$ cat src/rtl/switch_irq_pkg.sv
// Shared definitions for the DIP-switch interrupt controller.
//   DEFAULT_BASE_ADDR : byte address of DATA word 0 on the MIPS bridge
//   CNT_W             : width of each per-byte debounce counter
//   off_ie / off_is   : byte offsets of the IE and IS registers, which sit
//                       directly after the N_WORDS data words
package switch_irq_pkg;

  localparam logic [31:0] DEFAULT_BASE_ADDR = 32'h0000_7f2c;
  localparam int          CNT_W             = 16;

  function automatic logic [31:0] off_ie(input int n_words);
    return 32'(4 * n_words);
  endfunction

  function automatic logic [31:0] off_is(input int n_words);
    return 32'(4 * n_words + 4);
  endfunction

endpackage

$ cat src/rtl/switch_debounce.sv
// One 8-bit switch group: polarity fix, two-flop synchroniser, debounce
// counter and the accepted (stable) value.
//   clk, reset  : system clock, asynchronous active-high reset
//   i_raw       : raw switch pins for this group
//   o_stable    : debounced value
//   o_changed   : high in the cycle whose rising edge loads a new stable value
module switch_debounce
  import switch_irq_pkg::*;
#(
  parameter int DEBOUNCE_CYCLES = 4,
  parameter bit ACTIVE_LOW      = 1'b1
) (
  input  logic       clk,
  input  logic       reset,
  input  logic [7:0] i_raw,
  output logic [7:0] o_stable,
  output logic       o_changed
);

  localparam logic [7:0]       INV_MASK = ACTIVE_LOW ? 8'hFF : 8'h00;
  localparam logic [CNT_W-1:0] CNT_LAST = CNT_W'(DEBOUNCE_CYCLES - 1);

  logic [7:0]       r_sync_p0;
  logic [7:0]       r_sync_p1;
  logic [7:0]       r_stable;
  logic [CNT_W-1:0] r_cnt;
  logic             w_diff;
  logic             w_accept;

  // The count only tracks "how long has sync differed from stable"; the
  // mismatching value itself may wander without restarting it.
  assign w_diff   = (r_sync_p1 != r_stable);
  assign w_accept = w_diff && (r_cnt == CNT_LAST);

  always_ff @(posedge clk or posedge reset) begin
    if (reset) begin
      r_sync_p0 <= '0;
      r_sync_p1 <= '0;
      r_stable  <= '0;
      r_cnt     <= '0;
    end else begin
      // stage p0: capture pins, stage p1: metastability settle
      r_sync_p0 <= i_raw ^ INV_MASK;
      r_sync_p1 <= r_sync_p0;
      // debounce stage
      if (!w_diff) begin
        r_cnt <= '0;
      end else if (w_accept) begin
        r_stable <= r_sync_p1;
        r_cnt    <= '0;
      end else begin
        r_cnt <= r_cnt + 1'b1;
      end
    end
  end

  assign o_stable  = r_stable;
  assign o_changed = w_accept;

endmodule

$ cat src/rtl/switch_irq_ctrl.sv
// Memory-mapped DIP-switch controller with per-group change interrupts.
//   clk, reset : system clock, asynchronous active-high reset
//   Addr/WE/Din: bridge write port (byte address, Addr[1:0] ignored)
//   Dout       : combinational read data for Addr (0 outside the window)
//   IRQ        : OR of pending-and-enabled group interrupts
//   dip_switch : raw pins, byte k on bits [8k+7:8k]
// Map: DATA[0..N_WORDS-1] (RO), IE (RW), IS (write-1-to-clear).
module switch_irq_ctrl
  import switch_irq_pkg::*;
#(
  parameter int          N_BYTES         = 8,
  parameter int          DEBOUNCE_CYCLES = 4,
  parameter bit          ACTIVE_LOW      = 1'b1,
  parameter logic [31:0] BASE_ADDR       = DEFAULT_BASE_ADDR
) (
  input  logic                   clk,
  input  logic                   reset,
  input  logic [31:0]            Addr,
  input  logic                   WE,
  input  logic [31:0]            Din,
  output logic [31:0]            Dout,
  output logic                   IRQ,
  input  logic [8*N_BYTES-1:0]   dip_switch
);

  localparam int          N_WORDS  = N_BYTES / 4;
  localparam logic [31:0] OFF_IE_L = off_ie(N_WORDS);
  localparam logic [31:0] OFF_IS_L = off_is(N_WORDS);
  localparam logic [31:0] SPAN     = OFF_IS_L + 32'd4;

  logic [8*N_BYTES-1:0] w_stable;
  logic [N_BYTES-1:0]   w_changed;
  logic [N_BYTES-1:0]   r_ie;
  logic [N_BYTES-1:0]   r_is;
  logic [31:0]          w_off;
  logic [31:0]          w_word_off;
  logic                 w_hit;
  logic                 w_wr_ie;
  logic                 w_wr_is;
  logic [N_BYTES-1:0]   w_clr;

  for (genvar k = 0; k < N_BYTES; k++) begin : g_byte
    switch_debounce #(
      .DEBOUNCE_CYCLES (DEBOUNCE_CYCLES),
      .ACTIVE_LOW      (ACTIVE_LOW)
    ) u_debounce (
      .clk       (clk),
      .reset     (reset),
      .i_raw     (dip_switch[8*k +: 8]),
      .o_stable  (w_stable[8*k +: 8]),
      .o_changed (w_changed[k])
    );
  end

  // Subtracting first keeps the window test a single unsigned compare and
  // makes the decode independent of where BASE_ADDR sits.
  assign w_off      = Addr - BASE_ADDR;
  assign w_hit      = (Addr >= BASE_ADDR) && (w_off < SPAN);
  assign w_word_off = {w_off[31:2], 2'b00};
  assign w_wr_ie    = WE && w_hit && (w_word_off == OFF_IE_L);
  assign w_wr_is    = WE && w_hit && (w_word_off == OFF_IS_L);
  assign w_clr      = w_wr_is ? Din[N_BYTES-1:0] : '0;

  always_ff @(posedge clk or posedge reset) begin
    if (reset) begin
      r_ie <= '0;
      r_is <= '0;
    end else begin
      if (w_wr_ie) begin
        r_ie <= Din[N_BYTES-1:0];
      end
      // OR-ing the new events after the clear lets a same-edge set win.
      r_is <= (r_is & ~w_clr) | w_changed;
    end
  end

  always_comb begin
    Dout = '0;
    if (w_hit) begin
      if (w_word_off == OFF_IE_L) begin
        Dout[N_BYTES-1:0] = r_ie;
      end else if (w_word_off == OFF_IS_L) begin
        Dout[N_BYTES-1:0] = r_is;
      end else begin
        for (int w = 0; w < N_WORDS; w++) begin
          if (w_word_off == 32'(4 * w)) begin
            Dout = w_stable[32*w +: 32];
          end
        end
      end
    end
  end

  assign IRQ = |(r_ie & r_is);

endmodule

$ cat config.mk
export PLATFORM = sky130hd
export DESIGN_NAME = switch_irq_ctrl
export DESIGN_NICKNAME = d
export VERILOG_FILES = /design/src/rtl/switch_irq_pkg.sv /design/src/rtl/switch_debounce.sv /design/src/rtl/switch_irq_ctrl.sv
export SDC_FILE = /design/constraint.sdc
export NUM_CORES = 1
export LEC_CHECK = 0
export BUFFER_PORTS_ARGS = -buffer_cell sky130_fd_sc_hd__buf_2
export CORE_ASPECT_RATIO = 1.1
export CORE_MARGIN = 2
export CORE_UTILIZATION = 40
export CTS_BUF_LIST = sky130_fd_sc_hd__clkbuf_4 sky130_fd_sc_hd__clkbuf_8 sky130_fd_sc_hd__clkbuf_16
export DETAILED_ROUTE_END_ITERATION = 10
export GPL_TIMING_DRIVEN = 0
export SYNTH_ARGS = -nofsm -noshare
export SYNTH_HDL_FRONTEND = slang
export SYNTH_SLANG_ARGS = --single-unit
export TNS_END_PERCENT = 100
$ cat constraint.sdc
create_clock -name clk -period 26.9 [get_ports clk]
set_clock_uncertainty 0.1 [all_clocks]
set_input_delay 8.07 -clock clk [delete_from_list [all_inputs] [get_ports clk]]
set_output_delay 8.07 -clock clk [all_outputs]
set_load 0.05 [all_outputs]
==> flow_metrics.env <==
export IMPL_outcome="finished, final reports clean"
export IMPL_cts_inserted_buffers=37
export IMPL_ys_types=49
export IMPL_cts_setup_buffers=0
export IMPL_dr_pass1_iters=4
export IMPL_ff2ff_path_depth=6
export IMPL_die_area_sq_um=36900
export IMPL_antenna_found_initial=1
export IMPL_drv_slew=0
export IMPL_r2r_start="g_byte[7].u_debounce.r_cnt[0]$_DFF_PP0_"
export IMPL_clock_path_buffers=3
export IMPL_p_leak_nw=7.78
export IMPL_worstMarginPinSlew_ns=0.800
export IMPL_grt_use_total_pct=15.8
export IMPL_cp_arrival_ns=10.35
export IMPL_via_per_inst=4.92
export IMPL_drive_above_1_share_pct=19.8
export IMPL_drt_iter0_drc=480
export IMPL_grt_max_degree=137
export IMPL_drt_wl_total_mm=28.3
export IMPL_ys_seq_area_share_pct=59.4
export IMPL_min_path_cells=0
export IMPL_port_buffers=137
export IMPL_syn_cell_area_sq_um=14200
export IMPL_slowest_delay_ns=0.62
export IMPL_worst_setup_path_type="in -> out"
export IMPL_syn_nets=1399
export IMPL_grt_overflow_total=0
export IMPL_ant_nets=0
export IMPL_setup_viol=0
export IMPL_rsz0062_at_grt="no"
export IMPL_wl_per_cell_microns=14.9
export IMPL_synth_ff_type="dfrtp_1"
export IMPL_cts_resized=0
export IMPL_grt_pass1_vias=9659
export IMPL_area_growth_pct=18.2
export IMPL_maxSlewHeadroom_pct=46.5
export IMPL_ys_ff_latch=336
export IMPL_n_antenna_cell=0
export IMPL_layout_setup_ws_ns=8.38
export IMPL_hp_class="reg -> reg"
export IMPL_grt_pass1_wl_mm=47.7
export IMPL_io_pins=164
export IMPL_ir_worst_vdd_mv=0.0477
export IMPL_critPathMaxFanout=10
export IMPL_fin_crit_sh_pct=68.9
export IMPL_yosysWarnings=0
export IMPL_setup_tns_final_ns=0
export IMPL_ctsHoldBuffers=0
export IMPL_maxCapViolCount=0
export IMPL_async_flop_share_pct=100
export IMPL_dp_slack_ns=8.34
export IMPL_period_minus_slack_ns=18.52
export IMPL_worstHoldStart="g_byte[1].u_debounce.r_sync_p0[4]$_DFF_PP0_"
export IMPL_hpwlAfterDp_mm=20.0
export IMPL_cts_root_buf="clkbuf_16"
export IMPL_required_ns=18.73
export IMPL_num_rows=72
export IMPL_synth_edff_count=0
export IMPL_nNetsFinal=1577
export IMPL_syn_inst=1260
export IMPL_clkLatencyLatePin_ns=0.52
export IMPL_worstPathCellList="buf_2 -> buf_2 -> nand2_1 -> nor2_1 -> clkbuf_1 -> a22oi_1 -> nor3_2 -> buf_2"
export IMPL_critPathLaunch="Addr[3]"
export IMPL_utilization_pct=47.8
export IMPL_num_vias=9384
export IMPL_die_width_microns=183
export IMPL_htree_levels=2
export IMPL_slowest_stage="nor2_1"
export IMPL_max_freq_mhz=54.0
export IMPL_place_congestion=0.818
export IMPL_power_density_nw_per_um2=81.6
export IMPL_finalNonFillerCells=1908
export IMPL_cts_tree="built"
export IMPL_cp_start_kind="input port"
export IMPL_dp_cells=1843
export IMPL_hold_viol_final=0
export IMPL_die_h_microns=201
export IMPL_cpMostUsedCell="buf_2"
export IMPL_start_util_pct=40.4
export IMPL_core_sq_um=35000
export IMPL_syn_area_per_cell_sq_um=11.2
export IMPL_drc=0
export IMPL_cts_sink_count=336
export IMPL_endpoint_kind="output pin"
export IMPL_path_clk_slew_ns=0.06
==> Yosys cell counts, types with 2 or more instances <==
cell type | number | area [sq um]
a21o_1 | 8 | 60.1
a21oi_1 | 12 | 60.1
a22o_1 | 8 | 70.1
a22oi_1 | 28 | 210
a31oi_1 | 8 | 50.1
and2_1 | 2 | 12.5
and3_1 | 17 | 106
and4_1 | 5 | 43.8
buf_2 | 5 | 25.0
clkbuf_1 | 18 | 67.6
dfrtp_1 | 336 | 8410
ha_1 | 8 | 100
inv_1 | 95 | 357
mux2_1 | 3 | 33.8
mux2_2 | 61 | 687
nand2_1 | 69 | 259
nand2b_1 | 2 | 12.5
nand3_1 | 55 | 275
nand4_1 | 40 | 250
nor2_1 | 178 | 668
nor2_2 | 7 | 43.8
nor2b_1 | 4 | 25.0
nor3_1 | 13 | 65.1
nor3b_1 | 9 | 67.6
nor4_1 | 27 | 169
nor4_2 | 2 | 25.0
nor4b_1 | 2 | 17.5
o211a_1 | 8 | 80.1
o21ai_0 | 28 | 140
o21ai_1 | 8 | 40.0
or3_1 | 11 | 68.8
xnor2_1 | 93 | 815
xor2_1 | 74 | 648
==> cells by family after synthesis <==
logic type	count (synthesis)	share of synthesized area, %
AND/OR/NAND/NOR	450	15.5
flip-flops	336	59.4
XOR/XNOR	168	10.5
buffers and inverters	119	3.22
AO/OA/AOI/OAI	114	5.51
multiplexers	65	5.19
adder cells (fa/ha/maj)	8	0.707
==> registers in the layout, summed over array words and instances (netlist names) <==
signal                       cells
g_byte.u_debounce.r_cnt        128
g_byte.u_debounce.o_stable      64
r_is                             8
r_ie                             8
g_byte.u_debounce.r_sync_p0     64
g_byte.u_debounce.r_sync_p1     64
==> where the power goes <==
part           internal (mW)  switching, mW
clock network          0.318          0.202
registers              0.586         0.0777
logic                  0.104         0.0783
==> final timing paths <==
path | to | slack [ns]
worst min-delay path | g_byte[1].u_debounce.r_sync_p1[4]$_DFF_PP0_ | 0.24
worst max-delay path | Dout[22] | 8.38
worst min register to register | g_byte[1].u_debounce.r_sync_p1[4]$_DFF_PP0_ | 0.24
max in group asynchronous | g_byte[6].u_debounce.o_stable[0]$_DFFE_PP0P_ | 18.11
min in group asynchronous | g_byte[0].u_debounce.r_sync_p0[2]$_DFF_PP0_ | 7.51
worst max register to register | g_byte[7].u_debounce.r_cnt[14]$_DFF_PP0_ | 24.55
==> routing by layer <==
metal | vias up | part of all wire (%) | track usage (%)
met3 | 55 | 3.5 | 2.88
met2 | 133 | 48 | 26.3
li1 | 4598 | - | -
met1 | 4596 | 46 | 21.0
met5 | - | 0.046 | 0
met4 | 2 | 2.4 | 5.20
==> layout by cell type, fill, tap and decap left out, types with 9 or more instances in the layout <==
cell	n
dfrtp_1	336
nand2_1	69
or3_1	11
o21ai_0	28
a22oi_1	28
nand3_1	55
buf_2	142
mux2_2	61
nor4_1	27
nor3_1	13
inv_1	94
and3_1	17
clkbuf_16	39
clkbuf_1	18
xor2_1	74
xnor2_1	93
a21oi_1	12
nor2_1	178
nand4_1	40
nor3b_1	9
==> layout make-up <==
cell class / instances / area (sq um)
buffer: 24 / 100
clock buffer: 51 / 1110
clock inverter: 14 / 164
fill: 3144 / 18300
inverter: 95 / 364
multi-input combinational: 805 / 5300
sequential: 336 / 8410
tap: 444 / 556
timing repair buffer: 139 / 741
==> critical path, delay by kind of cell <==
kind	cells	cell delay (ns)
and+or+nand+nor	3	0.95
AOI/OAI and AO/OA	1	0.18
buffers and inverters	4	1.13
==> per-stage QoR <==
stage	hold slack, ns	power, mW	cell area [sq um]
after floorplan	0.231	0.801	14200
after global placement	0.232	0.849	15400
after detailed placement	0.235	0.857	15500
after CTS	0.243	1.38	16700
after global routing	0.246	1.44	16700
final	0.240	1.37	16700
No activity file was read; power rests on OpenSTA's default activity.
